[config.mk]
export PLATFORM = sky130hd
export DESIGN_NAME = program_loader_flat
export DESIGN_NICKNAME = d
export VERILOG_FILES = /design/src/rtl/loader_pkg.sv /design/src/rtl/program_loader_if.sv /design/src/rtl/program_loader.sv /design/src/flat_wrapper.sv
export SDC_FILE = /design/constraint.sdc
export NUM_CORES = 1
export LEC_CHECK = 0
export CAP_MARGIN = 15
export CORE_UTILIZATION = 35
export DETAILED_ROUTE_END_ITERATION = 6
export RECOVER_POWER = 100
export SETUP_SLACK_MARGIN = 0.05
export SLEW_MARGIN = 20
export SYNTH_ARGS = -nofsm -noshare
export SYNTH_HDL_FRONTEND = slang
export SYNTH_SLANG_ARGS = --single-unit
[constraint.sdc]
create_clock -name clk -period 2.1 [get_ports clk]
set_input_delay 0.525 -clock clk [delete_from_list [all_inputs] [get_ports clk]]
set_output_delay 0.525 -clock clk [all_outputs]
set_load 0.01 [all_outputs]
[src/rtl/loader_pkg.sv]
// Shared types and constants for the boot-time program loader.
package loader_pkg;

  localparam int unsigned INSTR_W   = 16;
  localparam int unsigned HDR_BYTES = 2;
  localparam int unsigned LEN_W     = 8 * HDR_BYTES;

  typedef enum logic [2:0] {
    StIdle,
    StLenHi,
    StLenLo,
    StDatHi,
    StDatLo,
    StCsum,
    StDone,
    StFail
  } state_e;

endpackage

[src/rtl/program_loader_if.sv]
// Byte-stream receive handshake plus instruction-memory write port.
interface program_loader_if
  import loader_pkg::*;
#(
  parameter int unsigned ADDR_W = 8
) ();

  logic [7:0]         rx_data;
  logic               rx_valid;
  logic               rx_ready;
  logic               imem_we;
  logic [ADDR_W-1:0]  imem_addr;
  logic [INSTR_W-1:0] imem_wdata;

  modport master (
    input  rx_data,
    input  rx_valid,
    output rx_ready,
    output imem_we,
    output imem_addr,
    output imem_wdata
  );

  modport slave (
    output rx_data,
    output rx_valid,
    input  rx_ready,
    input  imem_we,
    input  imem_addr,
    input  imem_wdata
  );

endinterface

[src/rtl/program_loader.sv]
// Loads a length-prefixed, XOR-checksummed byte stream into instruction memory,
// then raises ready for the processor.
module program_loader
  import loader_pkg::*;
#(
  parameter int unsigned ADDR_W = 8
) (
  input  logic              clk,
  input  logic              rst_n,
  input  logic              start,
  program_loader_if.master  bus,
  output logic              ready,
  output logic              busy,
  output logic              err,
  output logic [ADDR_W:0]   word_cnt
);

  localparam int unsigned Depth = 2 ** ADDR_W;

  state_e           state;
  logic [7:0]       len_hi;
  logic [LEN_W-1:0] len;
  logic [7:0]       dat_hi;
  logic [7:0]       csum;

  logic       fire;
  logic [7:0] csum_nxt;
  logic [LEN_W-1:0] len_nxt;

  always_comb begin
    fire     = bus.rx_valid && bus.rx_ready;
    csum_nxt = csum ^ bus.rx_data;
    len_nxt  = {len_hi, bus.rx_data};
  end

  always_ff @(posedge clk or negedge rst_n) begin
    if (!rst_n) begin
      state          <= StIdle;
      len_hi         <= '0;
      len            <= '0;
      dat_hi         <= '0;
      csum           <= '0;
      bus.rx_ready   <= 1'b0;
      bus.imem_we    <= 1'b0;
      bus.imem_addr  <= '0;
      bus.imem_wdata <= '0;
      ready          <= 1'b0;
      busy           <= 1'b0;
      err            <= 1'b0;
      word_cnt       <= '0;
    end else begin
      bus.imem_we <= 1'b0;
      unique case (state)
        StIdle, StDone, StFail: begin
          if (start) begin
            state        <= StLenHi;
            err          <= 1'b0;
            word_cnt     <= '0;
            csum         <= '0;
            ready        <= 1'b0;
            bus.rx_ready <= 1'b1;
            busy         <= 1'b1;
          end
        end
        StLenHi: begin
          if (fire) begin
            len_hi <= bus.rx_data;
            csum   <= csum_nxt;
            state  <= StLenLo;
          end
        end
        StLenLo: begin
          if (fire) begin
            len  <= len_nxt;
            csum <= csum_nxt;
            if (32'(len_nxt) > Depth) begin
              state        <= StFail;
              err          <= 1'b1;
              bus.rx_ready <= 1'b0;
              busy         <= 1'b0;
            end else if (len_nxt == '0) begin
              state <= StCsum;
            end else begin
              state <= StDatHi;
            end
          end
        end
        StDatHi: begin
          if (fire) begin
            dat_hi <= bus.rx_data;
            csum   <= csum_nxt;
            state  <= StDatLo;
          end
        end
        StDatLo: begin
          if (fire) begin
            csum           <= csum_nxt;
            bus.imem_we    <= 1'b1;
            bus.imem_addr  <= word_cnt[ADDR_W-1:0];
            bus.imem_wdata <= {dat_hi, bus.rx_data};
            if (32'(word_cnt) < Depth) word_cnt <= word_cnt + 1'b1;
            state <= (32'(word_cnt) + 32'd1 == 32'(len)) ? StCsum : StDatHi;
          end
        end
        StCsum: begin
          if (fire) begin
            bus.rx_ready <= 1'b0;
            busy         <= 1'b0;
            if (bus.rx_data == csum) begin
              state <= StDone;
              ready <= 1'b1;
            end else begin
              state <= StFail;
              err   <= 1'b1;
            end
          end
        end
        default: state <= StIdle;
      endcase
    end
  end

endmodule

[src/flat_wrapper.sv]
// flat-port wrapper written by rule: the top's interface ports become plain ports
module program_loader_flat import loader_pkg::*;
#(
  parameter int unsigned ADDR_W = 8
)
  (clk, rst_n, start, ready, busy, err, word_cnt, bus_rx_data, bus_rx_valid, bus_rx_ready, bus_imem_we, bus_imem_addr, bus_imem_wdata);
  program_loader_if #(.ADDR_W(ADDR_W)) bus_i ();
  input  logic clk;
  input  logic rst_n;
  input  logic start;
  output logic ready;
  output logic busy;
  output logic err;
  output logic [ADDR_W:0] word_cnt;
  input wire logic [$bits(bus_i.rx_data)-1:0] bus_rx_data;
  input wire logic [$bits(bus_i.rx_valid)-1:0] bus_rx_valid;
  output wire logic [$bits(bus_i.rx_ready)-1:0] bus_rx_ready;
  output wire logic [$bits(bus_i.imem_we)-1:0] bus_imem_we;
  output wire logic [$bits(bus_i.imem_addr)-1:0] bus_imem_addr;
  output wire logic [$bits(bus_i.imem_wdata)-1:0] bus_imem_wdata;
  assign bus_i.rx_data = bus_rx_data;
  assign bus_i.rx_valid = bus_rx_valid;
  assign bus_rx_ready = bus_i.rx_ready;
  assign bus_imem_we = bus_i.imem_we;
  assign bus_imem_addr = bus_i.imem_addr;
  assign bus_imem_wdata = bus_i.imem_wdata;
  program_loader #(.ADDR_W(ADDR_W)) u_core (.clk(clk), .rst_n(rst_n), .start(start), .bus(bus_i), .ready(ready), .busy(busy), .err(err), .word_cnt(word_cnt));
endmodule
## Word level (Yosys, flattened, before mapping)

Index checks and enable logic that the tools add are counted.

- Output and inout port bits: 38
- Input bits: 12
- Logic and storage cells: 90
- Bits in registers: 80

- Order comparisons: 2
- Multiplexer cells: 34
- Bitwise logic cells: 1
- $add $sub $neg: 2
- Reduce and logical (&&, ||, !) cells: 19
- Eq/ne operators: 20

Operator list:

| kind | number |
|---|---|
| $eq A32 B16 Y1 | 1 |
| $mux W3 | 9 |
| $mux W9 | 3 |
| $ne A2 B1 Y1 const B | 9 |
| $pmux W3 S6 | 1 |
| $pmux W9 S2 | 1 |
| $gt A16 B9 Y1 const B | 1 |
| $logic_not A16 Y1 | 1 |
| $mux W8 | 2 |
| $pmux W8 S2 | 1 |
| $mux W1 | 14 |
| $eq A3 B3 Y1 const B | 4 |
| $reduce_and A6 Y1 | 2 |
| $add A9 B1 Y10 const B | 1 |
| $add A9 B1 Y9 const B | 1 |
| $lt A9 B9 Y1 const B | 1 |
| $eq A8 B8 Y1 | 1 |
| $reduce_and A2 Y1 | 4 |
| $reduce_and A4 Y1 | 2 |
| $xor A8 B8 Y8 | 1 |
| $eq A3 B2 Y1 const B | 2 |
| $pmux W1 S3 | 2 |
| $reduce_bool A2 Y1 | 3 |
| $reduce_and A5 Y1 | 1 |
| 9 further kinds | 10 |

## Depth between registers and ports, before layout

Gate-level depths: netlist of run 1.

- Word-level depth: 5
- Mapped depth: 8
- Depth with buffers taken out: 7

## Worst setup path after synthesis of run 1

No wires, ideal clock.

- Kind: flip-flop to flip-flop
- Start point: reg u_core.word_cnt[0]
- End point: reg u_core.state[2]
- Cell stages (with the launch flop): 9
- Setup time: 77 ps
- Required time: 2023 ps
- Clock period less this slack: 2008 ps
- Arrival time: 1930 ps
- Path slack: 92 ps
- Path through: dfrtp_1 -> ha_1 -> clkbuf_8 -> and3_1 -> nand3_1 -> xnor2_1 -> nand4_1 -> or4_1 -> a21oi_1

- Cells in the longest elaborated chain, start to end: 5

RTL lines:

| element | RTL line | source |
|---|---|---|
| start, declared | program_loader.sv:15 | `output logic [ADDR_W:0] word_cnt` |
| start signal, assigned | program_loader.sv:101 | `if (32'(word_cnt) < Depth) word_cnt <= word_cnt + 1'b1;` |
| $add A9 B1 Y10 | program_loader.sv:102 | `state <= (32'(word_cnt) + 32'd1 == 32'(len)) ? StCsum : StDatHi;` |
| $eq A32 B16 Y1 | program_loader.sv:102 |  |
| $mux W3 | program_loader.sv:102 |  |
| $mux W3 | program_loader.sv:96 | `if (fire) begin` |
| $pmux W3 S6 | program_loader.sv:53 | `unique case (state)` |
| end signal, assigned | program_loader.sv:56 | `state <= StLenHi;` |
| end signal, assigned | program_loader.sv:102 |  |
| end signal, assigned | program_loader.sv:110 | `state <= StDone;` |
| end, declared | program_loader.sv:20 | `state_e state;` |

No other way between the ends. The select of a mux whose other input is x is not followed.
A chain may end at the register's enable or synchronous reset.

## Worst setup path in the final report of run 1

Same ends and word-level chain as after synthesis.

==> metrics.yaml, run 1 <==
power:
  seq_power_share_pct: 42.1
  fin_total_pwr_mw: 5.84
  ir_drop_mv: 0.632
  switching_share_pct: 36.2
  power_frac_comb_pct: 39.5
  p_leak_nw: 2.28
  switchingPower_mw: 2.12
  power_frac_clock_pct: 18.4
  powerDensity_nw_per_um2: 1170
  p_int_mw: 3.73
cells_and_area:
  fin_area_um2: 4980
  drive_above_1_share_pct: 29.3
  area_growth_pct: 27.7
  antenna_cells: 0
  fin_nets: 443
detailed_routing:
  wl_per_cell_um: 16.5
  wirelength_mm: 9.48
  drc_errors: 0
  antenna_left: 0
  drtIter0Drc: 155
  drtPass1Iterations: 4
  vias_per_cell: 5.26
  num_vias: 3022
placement:
  place.gp.congestion: 0.859
  pre_cts_slack_ns: -0.262
  dpl.hpwl_mm: 6.80
  place_area_um2: 4770
  portBuffers: 49
yosys:
  syn-cell-area_um2: 3900
  yosysSeqAreaShare_pct: 51.3
  synth_most_common_cell: "dfrtp_1"
  synth_edf_count: 0
  synthDominantCellAreaShare_pct: 51.3
  async_flop_share_pct: 100
  synth-seq-cells: 80
  synth.largest_area_cell: "dfrtp_1"
  ys_types: 49
  synth-main-ff-cell: "dfrtp_1"
  yosysWarningCount: 0
  syn_nets: 362
  synth_common_cells: "80 x dfrtp_1, 55 x mux2_2, 31 x o21ai_0, 21 x nand2_1, 20 x nor2_1"
  syn_avg_cell_area_um2: 11.2
  synth.area.top_cells: "dfrtp_1 51%, mux2_2 16%, o21ai_0 4.0%"
  syn_inst: 348
setup_path:
  crit_family: "simple AND/OR/NAND/NOR gates"
  endpoint_kind: "flop"
  cpPeakStageDelay_ns: 0.55
  path_max_fanout: 8
  crit_buf_inv: 1
  crit_slowest_cell: "or4_4"
  cp_data_arrival_time_ns: 2.29
  crit_type: "reg2reg"
  cp.required_ns: 2.37
  crit_chain: "buf_6, and3_4, a21boi_0, nor3_1, o22ai_1, or4_4, a21oi_1"
  worst_setup_path_start_kind: "flop"
global_routing:
  grt_pass1_vias: 3076
  grt_max_degree: 36
  antenna_found_initial: 0
  grt_pass1_wl_mm: 15.6
  grtUsageTotal_pct: 17.7
  overflow: 0
sta:
  slew_viol_final: 0
  max_freq_mhz: 495
  setup-tns-final_ns: 0
  setup-violations-final: 0
  min_period_ns: 2.02
  hold_viol: 0
  clock_skew_ns: 0.0193
  relSlewSlack_pct: 4.58
  worst_slack_ns: 0.0798
  worst_pin_slew_ns: 1.43
  fin_crit_sh_pct: 96.2
  rsz0062_at_grt: "true"
clock_tree:
  cts_sinks: 80
  clock-root-buffer: "clkbuf_8"
  clk_pin_slew_worst_paths_ns: 0.10
  clock_path_buffers: 2
  cts_tree: "done"
  numCtsBuffers: 9
  clk_latency_ns: 0.36
  cts.htree.levels: 3
floorplanning:
  die_w_um: 108
  fp.dieH_um: 108
  die_area_um2: 11600
  initial_core_util_pct: 36.0
  row_count: 38
  coreArea_um2: 10800
  ios: 50
run_status:
  status: "complete, no violations"
run:
  cap_violations: 0
min_path:
  min_path_type: "in2async"
==> cell families after synthesis <==
group / after synthesis / share of synthesized area (%)
XOR/XNOR: 24 / 5.38
buffers and inverters: 26 / 3.94
multiplexers: 57 / 16.4
flip-flops: 80 / 51.3
AND/OR/NAND/NOR: 92 / 12.3
adder cells (fa/ha/maj): 2 / 0.641
AO/OA/AOI/OAI: 67 / 10.0
==> flip-flops by register name, summed over array words and instances (netlist names) <==
signal	flops
u_core.bus.imem_addr	8
u_core.bus.imem_wdata	16
u_core.bus.imem_we	1
u_core.busy	1
u_core.csum	8
u_core.dat_hi	8
u_core.err	1
u_core.len	16
u_core.len_hi	8
u_core.ready	1
u_core.state	3
u_core.word_cnt	9
==> layout make-up <==
type / count / area [µm²]
Clock inverter: 7 / 61.3
Sequential cell: 80 / 2000
Multi-Input combinational cell: 242 / 1790
Clock buffer: 9 / 124
Fill cell: 1032 / 5860
Inverter: 4 / 15.0
Timing Repair Buffer: 92 / 817
Tap cell: 140 / 175
==> routing by layer <==
metal | routed length, µm | up-vias | share of wire (%) | track usage, %
met5 | 0 | - | 0 | 0
met4 | 125 | 0 | 1.3 | 4.99
met3 | 532 | 11 | 5.6 | 5.93
met2 | 4600 | 97 | 48 | 29.1
met1 | 4220 | 1526 | 45 | 22.0
li1 | - | 1388 | - | -
==> repair_timing <==
| item | 4_1_cts | 5_1_grt |
|---|---|---|
| endpoints found under the hold margin | 0 | 0 |
| setup endpoints to repair | 2 | 12 |
| hold buffers | 0 | 0 |
| resized for setup | 3 | 14 |
| setup buffers | 3 | 0 |
==> power by group through the flow <==
stage                     clock network, mW  logic [mW]  registers [mW]
after floorplan                           0        1.42            2.45
after global placement                    0        2.34            2.46
after detailed placement                  0        2.39            2.48
after CTS                              1.12        2.40            2.46
after global routing                   1.18        2.54            2.54
final                                  1.08        2.31            2.46
==> metrics by stage <==
| step | instances | hold slack, ns | utilization, % |
|---|---|---|---|
| 2_1_floorplan | 348 | 0.229 | - |
| 3_5_place_dp | 555 | 0.457 | 44.0 |
| 4_1_cts | 574 | 0.0442 | 46.0 |
| 3_3_place_gp | 555 | 0.457 | 44.0 |
| 5_1_grt | 574 | 0.529 | 46.0 |
| 6_report | 574 | 0.476 | 46.0 |
==> cell usage in the layout, fill, tap and decap left out, types with 3 or more instances in the layout <==
cell type / count
buf_4: 34
a21boi_0: 3
nand3_1: 5
dlygate4sd3_1: 29
clkdlybuf4s50_1: 15
xnor2_1: 7
o21ai_0: 32
nand2b_1: 10
dlymetal6s2s_1: 4
nand4_1: 4
o31ai_1: 5
clkbuf_2: 5
nor3_1: 5
inv_1: 4
mux2_2: 55
xor2_1: 16
nor4_1: 6
inv_6: 3
a21oi_1: 13
dfrtp_1: 78
nor2_1: 22
o21ai_1: 3
nand2_1: 21
clkbuf_8: 9
==> worst paths after layout <==
path | start | end | slack, ns | cells past startpoint
max reg2reg | u_core.word_cnt[0] | u_core.state[2] | 0.08 | 7
max in group asynchronous | rst_n | u_core.len[6] | 0.38 | 2
min in group clk | u_core.bus.imem_addr[0] | u_core.bus.imem_addr[0] | 0.51 | 1
min | rst_n | u_core.bus.imem_wdata[9] | 0.48 | 1
min reg2reg | u_core.bus.imem_addr[0] | u_core.bus.imem_addr[0] | 0.51 | 1
max | u_core.word_cnt[0] | u_core.state[2] | 0.08 | 7
No activity file was read; power rests on OpenSTA's default activity.
==> inputs of run 2 (changes only) <==
CORE_UTILIZATION = 55   (was 35)
PLACE_DENSITY = 0.79   (was not set)
==> run 2 against run 1 <==
Compared with the run above: worst setup slack worse by 0.0053 ns; routed wire length down 2.5%; highest routed layer unchanged; hold slack better by 0.0041 ns; critical path type is now reg2out; clock skew down 0.010 ns; critical endpoint is now word_cnt[6]; critical path depth down 5; power up 2.7%; core utilization up 27 points.
==> metrics.yaml, run 2 (synthesis gave the netlist of run 1 again) <==
power:
  switching_share_pct: 36.0
  switchingPower_mw: 2.16
  power_frac_comb_pct: 38.9
  seq_power_share_pct: 41.1
  ir_drop_mv: 0.847
  powerDensity_nw_per_um2: 1210
  power_frac_clock_pct: 20.0
  p_leak_nw: 2.26
  p_int_mw: 3.85
clock_tree:
  clock-root-buffer: "clkbuf_8"
  clk_pin_slew_worst_paths_ns: 0.09
  cts_sinks: 80
  numCtsBuffers: 9
  cts_tree: "done"
  clock_path_buffers: 2
  clk_latency_ns: 0.35
  cts.htree.levels: 3
sta:
  setup-violations-final: 0
  fin_crit_sh_pct: 96.5
  clock_skew_ns: 0.00894
  max_freq_mhz: 494
  hold_ws_ns: 0.480
  slew_viol_final: 0
  relSlewSlack_pct: 6.14
  min_period_ns: 2.03
  rsz0062_at_grt: "true"
  worst_pin_slew_ns: 1.41
  hold_viol: 0
setup_path:
  crit_type: "reg2out"
  worst_setup_path_start_kind: "flop"
  crit_buf_inv: 2
  crit_chain: "buf_4, clkdlybuf4s50_1"
  cpPeakStageDelay_ns: 0.53
  endpoint_kind: "output pin"
  crit_slowest_cell: "clkdlybuf4s50_1"
  startpoint: "u_core.word_cnt[6]"
  cp.required_ns: 1.57
  crit_family: "buffers and inverters"
  r2r-start: "u_core.word_cnt[0]"
  cp_data_arrival_time_ns: 1.50
  path_max_fanout: 4
detailed_routing:
  drc_errors: 0
  wirelength_mm: 9.24
  num_vias: 3066
  wl_per_cell_um: 17.3
  vias_per_cell: 5.75
  antenna_left: 0
  drtPass1Iterations: 4
  drtIter0Drc: 198
placement:
  place.gp.congestion: 0.866
  dpl.hpwl_mm: 6.37
  dp.cells: 510
  portBuffers: 49
cells_and_area:
  antenna_cells: 0
  fin_nets: 446
  final_util_pct: 72.8
  fill_cells: 488
  mostFrequentLayoutCells: "77 x dfrtp_1, 55 x mux2_2, 37 x buf_4"
  drive_above_1_share_pct: 29.7
  mostFrequentLayoutCell: "dfrtp_1"
  area_growth_pct: 27.5
  reg_top3: "u_core.bus.imem_wdata: 16 flops, u_core.len: 16 flops, u_core.word_cnt: 9 flops"
  regArea_um2: 2010
  stdcell_count: 533
  multi_input_area_um2: 1790
run:
  cap_violations: 0
floorplanning:
  fp.dieH_um: 86.2
  initial_core_util_pct: 57.1
  die_w_um: 86.2
  row_count: 30
  die_area_um2: 7440
  coreArea_um2: 6830
  ios: 50
run_status:
  status: "complete, no violations"
min_path:
  min_path_type: "in2async"
global_routing:
  grt_pass1_wl_mm: 14.7
  grt_max_degree: 58
  overflow: 0
  antenna_found_initial: 0
  grtUsageTotal_pct: 25.7
  grt_pass1_vias: 2930
[run 2: final timing paths]
check	endpoint	cells past startpoint	slack [ns]
setup reg to reg	u_core.state[2]	7	0.09
max in group asynchronous	u_core.csum[3]	2	0.67
min in group clk	u_core.bus.imem_wdata[10]	1	0.51
setup / recovery	word_cnt[6]	2	0.07
hold reg to reg	u_core.bus.imem_wdata[10]	1	0.51
hold / removal	u_core.word_cnt[4]	1	0.48
[run 2: power groups by stage]
stage               logic (mW)  registers, mW  clock network [mW]
floorplan                 1.42           2.45                   0
global placement          2.28           2.46                   0
detailed placement        2.36           2.48                   0
CTS                       2.38           2.46                1.22
global route              2.55           2.54                1.28
finish                    2.33           2.47                1.20
[run 2: layout make-up]
type                       count  share of cell area [%]
multi-input combinational    242                    35.9
timing repair buffer          95                    16.9
clock inverter                 7                    1.68
sequential                    80                    40.3
tap                           96                    2.41
clock buffer                   9                    2.49
inverter                       4                   0.302
[run 2: worst register-to-register path: cells and delay by family, from the launching register on]
family          cells  cell delay (ns)
simple gates        4             0.99
fa+ha+maj           1             0.20
compound gates      1             0.14
xor+xnor            1             0.19
flops               1             0.43
[run 2: layer usage]
layer | share of wire (%) | up-vias | GRT usage (%)
met2 | 48 | 119 | 43.0
met4 | 1.4 | 0 | 8.94
li1 | - | 1400 | -
met3 | 5.5 | 16 | 4.76
met1 | 45 | 1531 | 33.9
met5 | 0 | - | 0
[run 2: what timing repair did]
item | CTS | global route
hold buffers | 0 | 0
resized for setup | 5 | 9
setup buffers | 0 | 7
hold endpoints to repair | 0 | 0
endpoints found under the setup margin | 4 | 12
pin swaps | 1 | 2
[run 2: stage by stage]
stage	setup WS, ns	power, mW	instance area (µm²)	setup TNS, ns
floorplan	0.0922	3.87	3900	0
global route	-0.0863	6.36	4980	-0.0976
detailed placement	-0.245	4.84	4700	-2.76
global placement	-0.218	4.74	4700	-2.24
CTS	0.0583	6.06	4930	0
finish	0.0744	6.00	4980	0
==> inputs of run 3 (changes only) <==
PLACE_DENSITY = 0.78   (was 0.79)
==> run 3 against run 2 <==
Compared with the run above: sequential share of layout area decreased by 0.075 points; core utilization unchanged; non-clock buffer count is the same; sequential cell count did not move; power rose by 3.1%; critical path type is now reg2reg.
==> metrics.yaml, run 3 (synthesis gave the netlist of run 1 again) <==
placement:
  dpl.hpwl_mm: 6.47
  place.gp.congestion: 0.852
  place_area_um2: 4750
  portBuffers: 49
floorplanning:
  fp.dieH_um: 86.2
  die_w_um: 86.2
  row_count: 30
  ios: 50
  initial_core_util_pct: 57.1
  coreArea_um2: 6830
  die_area_um2: 7440
run_status:
  status: "complete, no violations"
cells_and_area:
  reg_top3: "u_core.bus.imem_wdata: 16 flops, u_core.len: 16 flops, u_core.word_cnt: 9 flops"
  fill_cells: 496
  drive_above_1_share_pct: 28.8
  mostFrequentLayoutCells: "80 x dfrtp_1, 55 x mux2_2, 38 x buf_4"
  multi_input_area_um2: 1760
  regArea_um2: 2000
  fin_nets: 446
  antenna_cells: 0
  mostFrequentLayoutCell: "dfrtp_1"
  fin_area_um2: 4980
  area_growth_pct: 27.5
setup_path:
  worstRegToRegCells: 7
  r2r_end: "u_core.state[2]"
  r2r-start: "u_core.word_cnt[0]"
  crit_buf_inv: 0
  crit_type: "reg2reg"
  crit_family: "simple AND/OR/NAND/NOR gates"
  cp.required_ns: 2.38
  endpoint_kind: "flop"
  path_max_fanout: 6
  crit_slowest_cell: "or4_1"
  cpPeakStageDelay_ns: 0.44
  cp_data_arrival_time_ns: 2.32
  worst_setup_path_start_kind: "flop"
  crit_chain: "ha_2, and3_1, nand3_2, xnor2_2, nand4_1, or4_1, a21oi_1"
  rrSetupSlack_ns: 0.05
sta:
  fin_crit_sh_pct: 97.6
  clock_skew_ns: 0.00775
  hold_viol: 0
  max_freq_mhz: 488
  slew_viol_final: 0
  hold_ws_ns: 0.262
  worst_pin_slew_ns: 0.877
  relSlewSlack_pct: 41.5
  setup-violations-final: 0
  min_period_ns: 2.05
  setup-tns-final_ns: 0
  rsz0062_at_grt: "true"
clock_tree:
  cts_tree: "done"
  clk_latency_ns: 0.36
  numCtsBuffers: 9
  cts_sinks: 80
  ctsHoldBuffers: 0
  clock_path_buffers: 2
  clk_pin_slew_worst_paths_ns: 0.09
  cts.htree.levels: 3
  clock-root-buffer: "clkbuf_8"
global_routing:
  grt_max_degree: 35
  overflow: 0
  grt_pass1_vias: 3041
  grtUsageTotal_pct: 26.2
  antenna_found_initial: 0
  grt_pass1_wl_mm: 14.8
detailed_routing:
  num_vias: 3038
  drtIter0Drc: 188
  wl_per_cell_um: 17.0
  wirelength_mm: 9.09
  drc_errors: 0
  drtPass1Iterations: 4
  antenna_left: 0
  vias_per_cell: 5.70
power:
  fin_total_pwr_mw: 6.19
  p_leak_nw: 2.31
  powerDensity_nw_per_um2: 1240
  ir_drop_mv: 0.786
min_path:
  min_path_type: "in2async"
run:
  cap_violations: 0
-- run 3: cell count changes in the layout (fill, tap and decap cells not counted), sizes merged, moves of 2 or more --
cell,delta
bufinv,+2
clkdlybuf4s50,-4
dlygate4sd3,+3
inv,-2
-- run 3: what timing repair did --
action | in CTS | in global routing
buffers inserted | 0 | 1
resized for setup | 2 | 6
pin swaps | 0 | 1
hold endpoints to repair | 0 | 0
gates cloned | 0 | 0
endpoints found under the setup margin | 2 | 8
-- run 3: area by class of cell --
type | count | area share [%]
clock buffer | 9 | 2.49
timing repair buffer | 95 | 16.6
tap | 96 | 2.41
sequential | 80 | 40.2
clock inverter | 7 | 2.51
inverter | 4 | 0.302
multi-input combinational | 242 | 35.4
-- run 3: worst reg2reg max path, stage by stage, from the launching register on --
cell	delay (ns)
dfrtp_1	0.37
ha_2	0.25
and3_1	0.26
nand3_2	0.15
xnor2_2	0.19
nand4_1	0.12
or4_1	0.44
a21oi_1	0.19
-- run 3: routing by layer --
metal | up-vias | share of wire [%] | GRT usage (%)
met5 | - | 0 | 0
met4 | 0 | 2.2 | 10.0
met3 | 20 | 6.7 | 6.67
met2 | 120 | 49 | 43.0
met1 | 1503 | 42 | 33.6
li1 | 1395 | - | -
-- run 3: power by group --
group          internal (mW)  total, mW  leakage, nW  switching [mW]
sequential              2.06       2.46         1.04           0.396
combinational           1.20       2.33         1.15            1.13
clock                  0.804       1.40        0.125           0.595
-- run 3: through the flow --
stage	std cells	util (%)	worst slack, ns
floorplan	348	-	0.0922
global placement	516	69.5	-0.169
detailed placement	516	69.5	-0.240
CTS	532	73.2	0.0399
global route	533	72.8	0.0215
finish	533	72.8	0.0513
-- run 3: how the worst max path moves through the flow --
stage / start / to / slack, ns / cells after the start
global route: u_core.word_cnt[1] / word_cnt[1] / 0.02 / 2
finish: u_core.word_cnt[0] / u_core.state[2] / 0.05 / 7
CTS: u_core.word_cnt[2] / word_cnt[2] / 0.04 / 2
detailed placement: bus_rx_valid / u_core.word_cnt[7] / -0.24 / 7
floorplan: u_core.word_cnt[0] / u_core.state[2] / 0.09 / 8
global placement: bus_rx_data[7] / u_core.state[0] / -0.17 / 7
